--- config.mk ---
export PLATFORM = sky130hd
export DESIGN_NAME = compress_word_packer
export DESIGN_NICKNAME = d
export VERILOG_FILES = /design/src/rtl/compress_word_packer.sv
export SDC_FILE = /design/constraint.sdc
export NUM_CORES = 1
export LEC_CHECK = 0
export CORE_MARGIN = 10
export CORE_UTILIZATION = 25
export CTS_CLUSTER_DIAMETER = 100
export DETAILED_ROUTE_END_ITERATION = 10
export PLACE_DENSITY_LB_ADDON = 0.25
export SLEW_MARGIN = 5
export SYNTH_ARGS = -nofsm -noshare
export SYNTH_HDL_FRONTEND = slang
export SYNTH_SLANG_ARGS = --single-unit
--- constraint.sdc ---
create_clock -name i_clk -period 6.3 [get_ports i_clk]
set_clock_uncertainty 0.15 [all_clocks]
set_input_delay 0.63 -clock i_clk [delete_from_list [all_inputs] [get_ports i_clk]]
set_output_delay 0.63 -clock i_clk [all_outputs]
set_load 0.005 [all_outputs]
--- src/rtl/compress_word_packer.sv ---
// Output packing stage: concatenates MSB-aligned variable-length fragments into
// 128-bit lines, emitting full lines and a zero-padded tail line on flush.
module compress_word_packer #(
    parameter int unsigned DATA_WIDTH = 128,
    parameter int unsigned LEN_WIDTH  = 8
) (
    input  logic                  i_clk,
    input  logic                  i_rst,
    input  logic                  i_valid,
    output logic                  o_ready,
    input  logic [DATA_WIDTH-1:0] i_data,
    input  logic [LEN_WIDTH-1:0]  i_len,
    input  logic                  i_flush,
    output logic                  o_valid,
    input  logic                  i_ready,
    output logic [DATA_WIDTH-1:0] o_word,
    output logic [LEN_WIDTH-1:0]  o_bits,
    output logic                  o_last
);

    localparam int unsigned FILL_W = LEN_WIDTH + 1;
    localparam int unsigned ACC_W  = 2 * DATA_WIDTH;
    localparam logic [LEN_WIDTH-1:0] FULL_LEN  = LEN_WIDTH'(DATA_WIDTH);
    localparam logic [FILL_W-1:0]    FULL_FILL = FILL_W'(DATA_WIDTH);

    typedef enum logic [1:0] {StAccum, StEmit, StTail} state_e;

    state_e              state_q, state_d;
    logic [ACC_W-1:0]    acc_q, acc_d;
    logic [FILL_W-1:0]   fill_q, fill_d;
    logic                flush_pend_q, flush_pend_d;

    logic                accept;
    logic [LEN_WIDTH-1:0] len_sat;
    logic [FILL_W-1:0]   fill_sum;
    logic [FILL_W-1:0]   fill_rem;
    logic [ACC_W-1:0]    shifted;

    // Over-length fragments are a protocol violation; clamp rather than corrupt fill.
    assign len_sat  = (i_len > FULL_LEN) ? FULL_LEN : i_len;
    assign fill_sum = fill_q + {1'b0, len_sat};
    assign fill_rem = fill_q - FULL_FILL;
    assign shifted  = {i_data, {DATA_WIDTH{1'b0}}} >> fill_q;
    assign accept   = i_valid && (state_q == StAccum);

    // State register
    always_ff @(posedge i_clk) begin
        if (i_rst) begin
            state_q <= StAccum;
        end else begin
            state_q <= state_d;
        end
    end

    // Next-state logic
    always_comb begin
        state_d = state_q;
        case (state_q)
            StAccum: begin
                if (accept) begin
                    if (fill_sum >= FULL_FILL) begin
                        state_d = StEmit;
                    end else if (i_flush) begin
                        state_d = StTail;
                    end
                end
            end
            StEmit: begin
                if (i_ready) begin
                    if (flush_pend_q && (fill_rem != '0)) begin
                        state_d = StTail;
                    end else begin
                        state_d = StAccum;
                    end
                end
            end
            StTail: begin
                if (i_ready) begin
                    state_d = StAccum;
                end
            end
            default: state_d = StAccum;
        endcase
    end

    // Datapath next-state
    always_comb begin
        acc_d        = acc_q;
        fill_d       = fill_q;
        flush_pend_d = flush_pend_q;
        case (state_q)
            StAccum: begin
                if (accept) begin
                    acc_d        = acc_q | shifted;
                    fill_d       = fill_sum;
                    flush_pend_d = i_flush;
                end
            end
            StEmit: begin
                if (i_ready) begin
                    acc_d  = acc_q << DATA_WIDTH;
                    fill_d = fill_rem;
                    if (fill_rem == '0) begin
                        flush_pend_d = 1'b0;
                    end
                end
            end
            StTail: begin
                if (i_ready) begin
                    acc_d        = '0;
                    fill_d       = '0;
                    flush_pend_d = 1'b0;
                end
            end
            default: begin
                acc_d        = '0;
                fill_d       = '0;
                flush_pend_d = 1'b0;
            end
        endcase
    end

    always_ff @(posedge i_clk) begin
        if (i_rst) begin
            acc_q        <= '0;
            fill_q       <= '0;
            flush_pend_q <= 1'b0;
        end else begin
            acc_q        <= acc_d;
            fill_q       <= fill_d;
            flush_pend_q <= flush_pend_d;
        end
    end

    // Outputs come from registered state; reset only forces them quiet.
    always_comb begin
        o_ready = 1'b0;
        o_valid = 1'b0;
        o_word  = '0;
        o_bits  = '0;
        o_last  = 1'b0;
        if (!i_rst) begin
            case (state_q)
                StAccum: begin
                    o_ready = 1'b1;
                end
                StEmit: begin
                    o_valid = 1'b1;
                    o_word  = acc_q[ACC_W-1:DATA_WIDTH];
                    o_bits  = FULL_LEN;
                    o_last  = flush_pend_q && (fill_q == FULL_FILL);
                end
                StTail: begin
                    o_valid = 1'b1;
                    o_word  = acc_q[ACC_W-1:DATA_WIDTH];
                    o_bits  = fill_q[LEN_WIDTH-1:0];
                    o_last  = 1'b1;
                end
                default: ;
            endcase
        end
    end

endmodule

# [Word-level counts from Yosys, hierarchy flattened]
# Index checks and enable logic that the tools add are counted.
[op_classes] n_addsub=2 magnitude_cmp=2 n_eq_ne=8 n_shift=1 mux=31 bitwise_logic=1 n_reduce_logical=10
[ops] cell="two-way mux 256 bit" count=3
[ops] cell="one-hot mux 256 bit (3 select lines)" count=1
[ops] cell="two-way mux 128 bit" count=2
[ops] cell="OR 256 bit" count=1
[ops] cell=">> shifter 256 x 9 -> 256 bit" count=1
[ops] cell="two-way mux 9 bit" count=3
[ops] cell="one-hot mux 9 bit (3 select lines)" count=1
[ops] cell="two-way mux 8 bit" count=2
[ops] cell="one-hot mux 8 bit (2 select lines)" count=1
[ops] cell="two-way mux 2 bit" count=6
[ops] cell="adder 9 x 8 -> 9 bit" count=1
[ops] cell="== test 9 x 8 -> 1 bit (second input constant)" count=1
[ops] cell=">= comparator 9 x 8 -> 1 bit (second input constant)" count=1
[ops] cell="logical NOT 9 bit" count=1
[ops] cell="two-way mux 1 bit" count=9
[ops] cell="nonzero test 9 bit" count=1
[ops] cell="subtractor 9 x 8 -> 9 bit (second input constant)" count=1
[ops] cell="> comparator 8 bit (second input constant)" count=1
[ops] cell="!= test 2 bit (second input constant)" count=4
[ops] cell="AND reduction 4 bit" count=2
[ops] cell="one-hot mux 2 bit (3 select lines)" count=1
[ops] cell="logical AND 1 bit" count=3
[ops] cell="!= test 3 x 2 -> 1 bit (second input constant)" count=1
[ops] cell="one-hot mux 1 bit (3 select lines)" count=1
[ops] cell="6 further kinds" count=6
[totals] ff_bits=268 output_inout_bits=139 word_cells=59

# [Depth between registers and ports, before layout]
[depth] ltp_word=7 ltp_mapped=13 depth_no_buf=10

# [Least setup slack after synthesis]
# OpenSTA, ideal clock, no wires.
[synth_timing] path_kind="register -> output" start="register fill_q[5]" end="output o_bits[5]" arrival_ns=2.193 t_required_ns=5.520 slack_ns=3.327 stages_incl_launch_ff=10 n_path_buf=8 path_cell_list="dfxtp_1 > buf_2 > buf_2 > buf_2 > buf_2 > buf_2 > buf_2 > buf_2 > buf_1 > and3_1"
[synth_via] elab_chain_cells=2
[synth_lines] item="start, declared" line="30" text="logic [FILL_W-1:0] fill_q, fill_d;"
[synth_lines] item="start signal, assigned" line="130" text="fill_q <= fill_d;"
[synth_lines] item="one-hot mux 8 bit (2 select lines)" line="143" text="case (state_q)"
[synth_lines] item="two-way mux 8 bit" line="142" text="if (!i_rst) begin"
[synth_lines] item="end, declared" line="17" text="output logic [LEN_WIDTH-1:0] o_bits,"
# No other way between the ends.

# [Worst setup path in the final report]
[layout_timing] start="register fill_q[0]" end="register acc_q[141]"
[layout_via] elab_chain_cells=4
[layout_lines] item=">> shifter 256 x 9 -> 256 bit" line="43" text="assign shifted = {i_data, {DATA_WIDTH{1'b0}}} >> fill_q;"
[layout_lines] item="OR 256 bit" line="94" text="acc_d = acc_q | shifted;"
[layout_lines] item="two-way mux 256 bit" line="93" text="if (accept) begin"
[layout_lines] item="one-hot mux 256 bit (3 select lines)" line="91" text="case (state_q)"
[layout_lines] item="end signal, assigned" line="125" text="acc_q <= '0;"
[layout_lines] item="end signal, assigned" line="129" text="acc_q <= acc_d;"
[layout_lines] item="end, declared" line="29" text="logic [ACC_W-1:0] acc_q, acc_d;"
# No other way between the ends. The select of a mux whose other input is x is not followed.
# A chain may end at the register's enable or synchronous reset.

==> reports/metrics.cfg <==
[outcome]
status=finished, violations left
violations=capacitance limit, slew limit

[cells_and_area]
nets=3602
fillerInstances=12150
multi_input_area_sq_um=21770
regArea_sq_um=5393
final_util_pct=29.81
drive_gt1_share_pct=17.12
syn_to_final_growth_pct=18.48

[min_path]
min_path_type=flop to flop
hp-start=acc_q[80]

[drt]
vias_per_cell=6.740
wl_per_cell_microns=39.58
dr.pass1.iters=6
ant_nets=0
route.detailed.drc=0
routed_wl_mm=197.5
drt_iter0_drc=5992
via_count=33640

[clock_tree]
cts_tree=yes
clk_pin_slew_ps=60
htreeDepth=2
clock_sinks=268
cts_made_buffers=36
clock_latency_ps=580
cts_root_buf=clkbuf_16
ctsHoldBuffers=0
cts_resized=0
cts_setup_buffers=0
cts_max_path_buffers=3

[setup_path]
slowest_delay_ps=1130
cp.arrival_ps=5250
critPathKind=flop to flop
critPathLaunch=fill_q[0]
start_kind=flop
cpMaxStageDelayCell=nor3b_1
path_cells=buf_4 -> nor3b_1 -> a22o_1 -> a21o_1 -> nor3_1 -> a21oi_1 -> mux2i_1 -> o22ai_1
regToRegStartpoint=fill_q[0]
cp.required_ps=6630
critPathMaxFanout=40
cp-end-kind=flop

[floorplanning]
fp-row-count=124
die_area_sq_um=129100
ios=280
die_x_microns=359.3
initial_core_util_pct=25.16
die_h_microns=359.3
fp.coreArea_sq_um=114300

[sta]
rsz0062_at_grt=no
hold_viol=0
period_share_pct=78.20
finalCriticalPeriod_ps=4926
fmax_mhz=203.0
tightest_slew_ps=1524
finalMaxSlewViolations=8
setup_violations=0
fin_ws_ps=1374
fin_setup_tns_ps=0
relSlewSlack_pct=-2.249

[synthesis]
synth.avg_cell_area_sq_um=8.551
syn-num-nets=3518
synth-edff-count=0
ys_seq_area_share_pct=18.65
synth_commonest_cells=nor2_1, dfxtp_1, nand2_1
ys_types=95
synth_ff_type=dfxtp_1
ys_warn_count=0
syn_inst=3365
synth_area_leader_cell=dfxtp_1
synth_top_area_share_pct=18.65
ys_ff_latch=268
synthesis.area_sq_um=28770
yosysMostFrequentCell=nor2_1
async_flop_share_pct=0
synth.area.top_cells=dfxtp_1, mux4_2, mux2i_1, mux2_2, o21ai_0

[power]
p_total_mw=20.68
p_per_area_nw_per_um2=606.5
leakagePower_nw=11.81
vdd.ir_drop.worst_mv=0.2378

[grt]
overflow=0
grt_usage_pct=28.62
grt_pass1_wl_mm=267.8
antenna_found_initial=7
grt_pass1_vias=30920
grt_max_degree=124

[place]
portBuffers=279
place_ws_ps=1804
hpwl_mm=150.2
gp_congestion=1.059

[job]
max_cap_violations=1

[worst max-delay path, delay by kind of cell, from the launching register on]
kind / cells / cell delay, ps
AND/OR/NAND/NOR: 2 / 1220
AO/OA/AOI/OAI: 4 / 1890
flip-flops: 1 / 700
multiplexers: 1 / 350
buffers and inverters: 1 / 440
[cell type report]
cell class,count,area share (%)
clock buffers,51,3.079
inverters,25,0.2900
repair buffers,392,11.11
flip-flops and latches,268,15.82
clock inverters,13,0.2643
well taps,1512,5.550
multi-input cells,2726,63.85
diodes,4,0.02936
[power breakdown]
group | switching (mW) | internal (mW) | leakage [nW]
Sequential | 0.760 | 2.20 | 2.19
Combinational | 11.0 | 4.61 | 9.05
Clock | 0.902 | 1.17 | 0.570
Total | 12.7 | 7.98 | 11.8
[logic make-up after synthesis]
logic type | share of synthesized area [%]
compound gates | 29.20
xor+xnor | 0.1522
fa+ha+maj | 0.5479
buf+inv | 5.992
flops | 18.65
mux | 30.49
simple gates | 14.97
[per-stage QoR]
step | instances | instance area [sq um] | hold slack, ps
global route | 4987 | 34080 | 314.9
detailed placement | 4922 | 32930 | 278.2
floorplan | 3365 | 28770 | 260.2
CTS | 4986 | 34070 | 299.1
global placement | 4922 | 32930 | 275.0
finish | 4991 | 34090 | 300.5
[per-layer routing]
metal | vias to the layer above | track usage [%] | part of all wire, %
li1 | 13460 | - | -
met1 | 16880 | 38.06 | 40
met2 | 2805 | 41.88 | 41
met3 | 491 | 8.645 | 12
met4 | 4 | 13.22 | 5.8
met5 | - | 0 | 0.012
[layout by cell type, fill, tap and decap left out, types with 27 or more instances in the layout]
cell type	count
a22o_1	38
mux4_2	213
clkbuf_16	38
dfxtp_1	260
o22ai_1	120
a22oi_1	126
o21ai_0	234
and2_1	144
clkdlybuf4s50_1	278
nand3_1	41
nor3_1	58
mux2i_1	199
a21o_1	27
a21oi_1	154
o211ai_1	42
a221o_1	33
a211oi_1	59
nand2_1	244
o221ai_1	47
mux2_2	147
a221oi_1	43
o21ai_1	53
buf_4	102
nor2_1	275
nand2b_1	28
[final timing paths]
check          endpoint  slack (ps)  cells past startpoint
max reg2reg  acc_q[141]        1370                      8
min           acc_q[80]         300                      2
max          acc_q[141]        1370                      8
min reg2reg   acc_q[80]         300                      2
[sequential cells by signal (all words and copies together), names as in the netlist]
| register | cells |
|---|---|
| state_q | 2 |
| fill_q | 9 |
| flush_pend_q | 1 |
| acc_q | 256 |
Note: power is estimated with default switching activity, not from simulation.
